## src/rtl/fetch_ctrl.sv

```systemverilog
// fetch_ctrl: fetch-stage sequencer for the five-stage MIPS pipeline.
// Chooses between sequential fetch, D-stage branch/jump redirects,
// exception entry and eret return, and raises stalls for load-use hazards
// and for the multi-cycle mult/div unit, whose busy counter lives here.
//
// Handshake note: there is no valid/ready pairing on this block. Every
// request is a single-cycle level that is acted on in the cycle it is seen.
// The redirect (npc_on/pc_next) is combinational, so IF loads the target at
// the next rising edge. A stall lasts exactly as long as its cause.
module fetch_ctrl #(
  parameter logic [31:0] RESET_PC   = 32'h0000_3000,
  parameter logic [31:0] EXC_VECTOR = 32'h0000_4180,
  parameter int          MULT_CYC   = 5,
  parameter int          DIV_CYC    = 10
) (
  input  logic        clk,
  input  logic        reset,      // asynchronous, active low
  input  logic        hz_stall,
  input  logic        md_use,
  input  logic        md_start,
  input  logic        md_div,
  input  logic        br_req,
  input  logic [31:0] br_target,
  input  logic        exc_req,
  input  logic        eret_req,
  input  logic [31:0] epc,
  output logic [31:0] pc_next,
  output logic        npc_on,
  output logic        stop,
  output logic        flush_d,
  output logic        flush_e,
  output logic        md_busy,
  output logic [1:0]  dbg_state   // current sequencer state, for checkers
);

  typedef enum logic [1:0] {
    ST_BOOT    = 2'd0,
    ST_RUN     = 2'd1,
    ST_FLUSHED = 2'd2
  } state_t;

  localparam logic [3:0] MULT_LOAD = 4'(MULT_CYC);
  localparam logic [3:0] DIV_LOAD  = 4'(DIV_CYC);

  state_t     state_q, state_d;
  logic [3:0] cnt_q, cnt_d;
  logic       md_busy_q, md_busy_d;

  // Stall cause: a load-use hazard, or a HI/LO consumer in D while the
  // unit is busy or is being started by the instruction in E right now.
  logic stall;
  assign stall = hz_stall | (md_use & (md_busy_q | md_start));

  // State, counter and busy-flag registers.
  always_ff @(posedge clk or negedge reset) begin
    if (!reset) begin
      state_q   <= ST_BOOT;
      cnt_q     <= 4'd0;
      md_busy_q <= 1'b0;
    end else begin
      state_q   <= state_d;
      cnt_q     <= cnt_d;
      md_busy_q <= md_busy_d;
    end
  end

  // Mult/div busy counter: loads only when idle, otherwise counts down.
  // It is independent of the fetch state, so a flush never cuts HI/LO short.
  always_comb begin
    cnt_d = cnt_q;
    if (md_start && !md_busy_q) begin
      cnt_d = md_div ? DIV_LOAD : MULT_LOAD;
    end else if (cnt_q != 4'd0) begin
      cnt_d = cnt_q - 4'd1;
    end
    md_busy_d = (cnt_d != 4'd0);
  end

  // Next-state and output decode, with the redirect priority resolved here.
  always_comb begin
    state_d = state_q;
    pc_next = 32'd0;
    npc_on  = 1'b0;
    stop    = 1'b0;
    flush_d = 1'b0;
    flush_e = 1'b0;

    unique case (state_q)
      ST_BOOT: begin
        // Single boot cycle: point IF at the reset vector, drain the pipe.
        pc_next = RESET_PC;
        npc_on  = 1'b1;
        flush_d = 1'b1;
        flush_e = 1'b1;
        state_d = ST_RUN;
      end

      ST_RUN: begin
        if (exc_req) begin
          pc_next = EXC_VECTOR;
          npc_on  = 1'b1;
          flush_d = 1'b1;
          flush_e = 1'b1;
          state_d = ST_FLUSHED;
        end else if (eret_req) begin
          pc_next = epc;
          npc_on  = 1'b1;
          flush_d = 1'b1;
          flush_e = 1'b1;
          state_d = ST_FLUSHED;
        end else if (stall) begin
          // The frozen D instruction re-presents any branch later, so the
          // branch request is dropped for now and a bubble goes to E.
          stop    = 1'b1;
          flush_e = 1'b1;
        end else if (br_req) begin
          // Delay slot is already in IF and is kept: no flush.
          pc_next = br_target;
          npc_on  = 1'b1;
        end
      end

      ST_FLUSHED: begin
        // D holds a bubble, so its branch/hazard/HI-LO signals mean nothing.
        if (exc_req) begin
          pc_next = EXC_VECTOR;
          npc_on  = 1'b1;
          flush_d = 1'b1;
          flush_e = 1'b1;
        end else if (eret_req) begin
          pc_next = epc;
          npc_on  = 1'b1;
          flush_d = 1'b1;
          flush_e = 1'b1;
        end else begin
          state_d = ST_RUN;
        end
      end

      default: begin
        // Unreachable encoding: recover through the boot sequence.
        state_d = ST_BOOT;
      end
    endcase
  end

  assign md_busy   = md_busy_q;
  assign dbg_state = state_q;

endmodule

```

## config.mk

```make
export PLATFORM = sky130hd
export DESIGN_NAME = fetch_ctrl
export DESIGN_NICKNAME = d
export VERILOG_FILES = /design/src/rtl/fetch_ctrl.sv
export SDC_FILE = /design/constraint.sdc
export NUM_CORES = 1
export LEC_CHECK = 0
export ABC_AREA = 1
export CAP_MARGIN = 20
export CORE_MARGIN = 2
export CORE_UTILIZATION = 35
export DETAILED_ROUTE_END_ITERATION = 7
export DONT_BUFFER_PORTS = 1
export HOLD_SLACK_MARGIN = 0.12
export PLACE_DENSITY = 0.58
export SETUP_SLACK_MARGIN = 0.4
export SLEW_MARGIN = 20
export SYNTH_ARGS = -nofsm -noshare
export SYNTH_HDL_FRONTEND = slang
export SYNTH_SLANG_ARGS = --single-unit
```

## constraint.sdc

```tcl
create_clock -name clk -period 2.3 [get_ports clk]
set_input_delay 0.46 -clock clk [delete_from_list [all_inputs] [get_ports clk]]
set_output_delay 0.46 -clock clk [all_outputs]
set_load 0.03 [all_outputs]
```

# ---- Word level (Yosys, flattened, before mapping)
# Cells that the tools add are included.
dict set report word_totals {
  reg_bits 7
  out_inout_bits 39
  word_cells 49
}
dict set report op_classes {
  add_sub_neg 1
  eq_ne 5
  n_mux 30
  bitwise 3
  n_reduce_logical 7
}
# operator count
set ops {}
lappend ops {{$mux W32} 6}
lappend ops {{$pmux W32 S3} 1}
lappend ops {{$mux W1} 12}
lappend ops {{$mux W4} 3}
lappend ops {{$mux W2} 4}
lappend ops {{$reduce_bool A4 Y1} 2}
lappend ops {{$pmux W1 S3} 2}
lappend ops {{$pmux W2 S3} 1}
lappend ops {{$ne A2 B2 Y1 const B} 2}
lappend ops {{$sub A4 B1 Y4 const B} 1}
lappend ops {{$ne A3 B3 Y1 const B} 1}
lappend ops {{$reduce_and A3 Y1} 1}
lappend ops {{$eq A2 B1 Y1 const B} 1}
lappend ops {{$eq A2 B2 Y1 const B} 1}
lappend ops {{$logic_not A2 Y1} 1}
lappend ops {{$or A1 B1 Y1} 2}
lappend ops {{$pmux W1 S2} 1}
lappend ops {{$reduce_or A2 Y1} 1}
lappend ops {{$and A1 B1 Y1} 1}
lappend ops {{$logic_and A1 B1 Y1} 1}
lappend ops {{$logic_not A1 Y1} 1}

# ---- Depth between registers and ports, before layout
dict set report depth {
  depth_word 7
  ltp_mapped 10
}

# ---- Worst setup path before layout
# Ideal clock, no wire load.
dict set report synth_timing {
  path_kind {register to output}
  start {reg state_q[1] (netlist: dbg_state[1])}
  end {out pc_next[0]}
  t_arrival_ns 1.881
  t_required_ns 1.840
  path_slack_ns -0.041
  path_stages_with_launch 11
  path_buffers 2
  path_cell_list {dfrtp_1 inv_1 ha_1 buf_4 inv_2 nand2_1 nand2_1 inv_2 buf_6 nand2_1 a21oi_1}
}
dict set report synth_via {
  elab_chain_cells 2
  word_cells_on_any_way 4
}
# element line
set synth_rtl {}
lappend synth_rtl {{from (decl)} 45} ;# state_t state_q, state_d;
lappend synth_rtl {{from (signal assigned)} 61} ;# state_q <= state_d;
lappend synth_rtl {{$eq A2 B2 Y1 (tied with other cells)} 88} ;# unique case (state_q)
lappend synth_rtl {{$pmux W32 S3 (*)} 88}
lappend synth_rtl {{to (decl)} 27} ;# output logic [31:0] pc_next,
# Mark *: on every way between the ends. The rest lies on a longest branch, timed or not.

# ---- Worst setup path in the final report
dict set report layout_timing {
  start {reg state_q[0] (netlist: dbg_state[0])}
  end {out pc_next[31]}
}
# The elaborated chain is that of the path after synthesis.

==> report_table.html <==
<table>
<tr><th>Metric</th><th>Value</th></tr>
<tr><th colspan="2">Status</th></tr>
<tr><td>Run status</td><td>finished clean</td></tr>
<tr><th colspan="2">Worst setup path</th></tr>
<tr><td>Critical path cell sequence</td><td>buf_12, ha_4, inv_4, nand2_4, nand2_4, inv_6, buf_6, buf_16, nand2_2, a21oi_4</td></tr>
<tr><td>Delay of the slowest critical-path stage</td><td>400 ps</td></tr>
<tr><td>Crit Path Class</td><td>reg2out</td></tr>
<tr><td>Signal arrival time at the worst endpoint</td><td>1700 ps</td></tr>
<tr><td>Critical Path Start Type</td><td>flip-flop</td></tr>
<tr><td>Maximum fanout along the worst path</td><td>7</td></tr>
<tr><td>Critical Path End Type</td><td>output pin</td></tr>
<tr><td>Most Frequent Cell on Critical Path</td><td>nand2_4</td></tr>
<tr><td>Data required time at the worst endpoint</td><td>1840 ps</td></tr>
<tr><td>Highest-delay cell along the critical path</td><td>dfrtp_2</td></tr>
<tr><th colspan="2">STA</th></tr>
<tr><td>Final worst hold slack</td><td>441 ps</td></tr>
<tr><td>Final count of pins violating max slew</td><td>0</td></tr>
<tr><td>Final setup fails</td><td>0</td></tr>
<tr><td>Tcrit/Tclk final</td><td>93.9%</td></tr>
<tr><td>Number of hold violations in the final report</td><td>0</td></tr>
<tr><td>Unrepaired setup endpoints after global routing</td><td>yes</td></tr>
<tr><td>Transition time of the tightest slew-check pin</td><td>341 ps</td></tr>
<tr><td>Aggregate negative setup slack</td><td>0 ps</td></tr>
<tr><td>Normalized max-slew margin</td><td>77.2%</td></tr>
<tr><td>Maximum clock skew at final layout</td><td>1.45 ps</td></tr>
<tr><td>Peak clock frequency supported by timing</td><td>463 MHz</td></tr>
<tr><td>Shortest clock period the worst path allows after layout</td><td>2160 ps</td></tr>
<tr><th colspan="2">CTS</th></tr>
<tr><td>Clock Tree Buf Depth</td><td>2</td></tr>
<tr><td>CTS H-tree lvls</td><td>1</td></tr>
<tr><td>Clock buffer count from CTS</td><td>3</td></tr>
<tr><td>Clock sink count</td><td>7</td></tr>
<tr><td>Latest clock arrival within the worst-skew pair</td><td>220 ps</td></tr>
<tr><td>Post-CTS clock slew at the launch and capture registers of the worst setup and hold paths</td><td>40 ps</td></tr>
<tr><td>Clock tree from TritonCTS</td><td>yes</td></tr>
<tr><td>Master cell of the clock root buffer</td><td>clkbuf_8</td></tr>
<tr><th colspan="2">Global route</th></tr>
<tr><td>Overall global routing resource usage</td><td>21.7%</td></tr>
<tr><td>Leftover overflow at the end of global routing</td><td>0</td></tr>
<tr><td>Global-route wire length before repair</td><td>7.41 mm</td></tr>
<tr><td>Number of antenna violations at the first check in global routing</td><td>0</td></tr>
<tr><td>Largest net degree at the start of global routing</td><td>16</td></tr>
<tr><td>Vias in the first global route</td><td>1611</td></tr>
<tr><th colspan="2">Finish</th></tr>
<tr><td>Layout overhead on the synthesized area</td><td>85.8%</td></tr>
<tr><td>Diodes inserted</td><td>0</td></tr>
<tr><td>Finished layout cell area</td><td>0.00248 mm2</td></tr>
<tr><td>FILL cells</td><td>316</td></tr>
<tr><td>Final #Nets</td><td>362</td></tr>
<tr><td>Fraction of final layout cells sized beyond drive strength 1</td><td>47.3%</td></tr>
<tr><th colspan="2">Power and ir drop</th></tr>
<tr><td>Largest voltage drop on the vdd net</td><td>1.11 mV</td></tr>
<tr><td>Combinational power share</td><td>84.6%</td></tr>
<tr><td>Internal Dissipation</td><td>1.15 mW</td></tr>
<tr><td>Clock power frac</td><td>6.4%</td></tr>
<tr><td>Switching share of total power</td><td>55.8%</td></tr>
<tr><td>Standby leakage power</td><td>1.14 nW</td></tr>
<tr><td>Relative contribution of sequential cells to total power</td><td>9.0%</td></tr>
<tr><td>Switching power</td><td>1.46 mW</td></tr>
<tr><td>PD cells</td><td>1050 mW/mm2</td></tr>
<tr><th colspan="2">Drt</th></tr>
<tr><td>Antenna violation net count after detailed routing</td><td>0</td></tr>
<tr><td>Initial detailed-routing violation count</td><td>35</td></tr>
<tr><td>Remaining DRCs</td><td>0</td></tr>
<tr><td>Post-DR wirelength/cell</td><td>14.1 um</td></tr>
<tr><td>Pre-antenna DRT Iters</td><td>4</td></tr>
<tr><td>Count of vias placed by the detailed router</td><td>1628</td></tr>
<tr><td>Vias per cell</td><td>4.92</td></tr>
<tr><td>Total wire length</td><td>4.66 mm</td></tr>
<tr><th colspan="2">Synth</th></tr>
<tr><td>Net Count, Synth</td><td>333</td></tr>
<tr><td>Combined area of all synthesized cells</td><td>0.00134 mm2</td></tr>
<tr><td>YS warnings</td><td>0</td></tr>
<tr><td>Count of unique library cells instantiated by Yosys</td><td>23</td></tr>
<tr><td>Average size of a mapped cell</td><td>5.24 um2</td></tr>
<tr><td>Gate count of the mapped netlist</td><td>255</td></tr>
<tr><td>Synth Register Bits</td><td>7</td></tr>
<tr><td>Sequential cell area fraction in the yosys report</td><td>13.1%</td></tr>
<tr><th colspan="2">Die</th></tr>
<tr><td>Die ar.</td><td>0.00432 mm2</td></tr>
<tr><td>Core footprint</td><td>0.00366 mm2</td></tr>
<tr><td>Vert. Die Dim</td><td>65.8 um</td></tr>
<tr><td>Horizontal die dimension</td><td>65.8 um</td></tr>
<tr><td>Boundary Pins</td><td>112</td></tr>
<tr><td>Row cnt</td><td>22</td></tr>
<tr><td>Effective utilization at floorplan</td><td>36.5%</td></tr>
<tr><th colspan="2">Placed design</th></tr>
<tr><td>Post-Place Cell Area</td><td>0.00188 mm2</td></tr>
<tr><td>Post-detail-place hpwl</td><td>3.18 mm</td></tr>
<tr><td>Final weighted congestion in routability-driven placement</td><td>0.791</td></tr>
<tr><td>Port bufs</td><td>0</td></tr>
<tr><th colspan="2">Hold path</th></tr>
<tr><td>Hold/Removal Path Class</td><td>in2reg</td></tr>
<tr><th colspan="2">Job</th></tr>
<tr><td>Reported max-cap violation count</td><td>0</td></tr>
</table>
## area by class of cell
cell class	instances	area (um2)	share of cell area (%)
clock buffer	4	45.0	1.82
inverter	47	191	7.72
multi-input combinational	190	1580	63.7
sequential	7	178	7.16
tap	48	60.1	2.42
timing repair buffer	35	425	17.2
## final timing paths
kind / slack, ps / depth (start not counted) / to / from
max: 140 / 10 / pc_next[31] / dbg_state[0]$_DFFE_PN0P_
min: 440 / 2 / cnt_q[0]$_DFF_PN0_ / md_div
max reg2reg: 870 / 7 / dbg_state[0]$_DFFE_PN0P_ / dbg_state[1]$_DFFE_PN0P_
min reg2reg: 560 / 3 / cnt_q[0]$_DFF_PN0_ / cnt_q[0]$_DFF_PN0_
max in group asynchronous: 1500 / 1 / dbg_state[1]$_DFFE_PN0P_ / reset
min in group asynchronous: 560 / 1 / cnt_q[3]$_DFF_PN0_ / reset
## power by group through the flow
stage                     clock, mW  combinational (mW)  sequential (mW)
after floorplan                   0                1.37            0.271
after global placement            0                1.64            0.233
after detailed placement          0                1.65            0.234
after CTS                     0.172                2.13            0.234
after global routing          0.180                2.37            0.240
final                         0.167                2.21            0.235
## cells in the final DEF, fill, tap and decap left out, drive strengths merged
master       netlist  final
nand2             84     85
inv               47     47
nor2              41     41
a21oi             38     38
buf               10     34
o21ai             10     10
nand3              8      8
dfrtp              7      7
ha                 5      5
clkbuf             2      4
xnor2              1      1
or2                1      1
nand3b             1      1
dlygate4sd3        0      1
## per-stage QoR
step	setup slack, ps	power, mW	utilization, %	cells
after floorplan	328	1.64	-	255
after global placement	226	1.87	51.3	300
after detailed placement	222	1.88	51.3	300
after CTS	138	2.53	65.5	327
after global routing	73.4	2.79	67.7	331
final	140	2.61	67.7	331
## critical path: cells and delay by family, from the launching register on
kind | cells | cell delay (ps)
fa+ha+maj | 1 | 150
compound gates | 1 | 240
buf+inv | 5 | 480
simple gates | 3 | 200
flops | 1 | 400
## registers in the layout, summed over array words and instances, names as in the netlist
register and cells:
cnt_q 4, dbg_state 2, md_busy 1
## cell families after synthesis
kind of cell    after synthesis  share of synthesized area, %
simple gates                135                          40.5
buf+inv                      59                          20.0
compound gates               48                          21.1
flops                         7                          13.1
fa+ha+maj                     5                          4.69
xor+xnor                      1                         0.656
## Yosys cell counts, drive strengths merged
cell,count,area [um2]
nand3b,1,7.51
a21oi,38,228
ha,5,62.6
nand3,8,45.0
dfrtp,7,175
inv,47,176
buf,10,82.6
xnor2,1,8.76
clkbuf,2,7.51
nor2,41,164
or2,1,6.26
o21ai,10,53.8
nand2,84,318
## routing by layer
| metal | track usage (%) | routed length [um] |
|---|---|---|
| met5 | 0 | 0 |
| met4 | 3.13 | 16 |
| met3 | 2.91 | 319 |
| met2 | 40.8 | 2430 |
| met1 | 26.4 | 1900 |
## repair_timing
| item | CTS | global route |
|---|---|---|
| cloned | 4 | 0 |
| resized for setup | 62 | 15 |
| pin swaps | 32 | 22 |
| hold buffers | 1 | 0 |
| setup endpoints to repair | 35 | 36 |
| buffers inserted | 18 | 4 |
| hold endpoints to repair | 7 | 0 |
(Power assumes the default switching activity.)
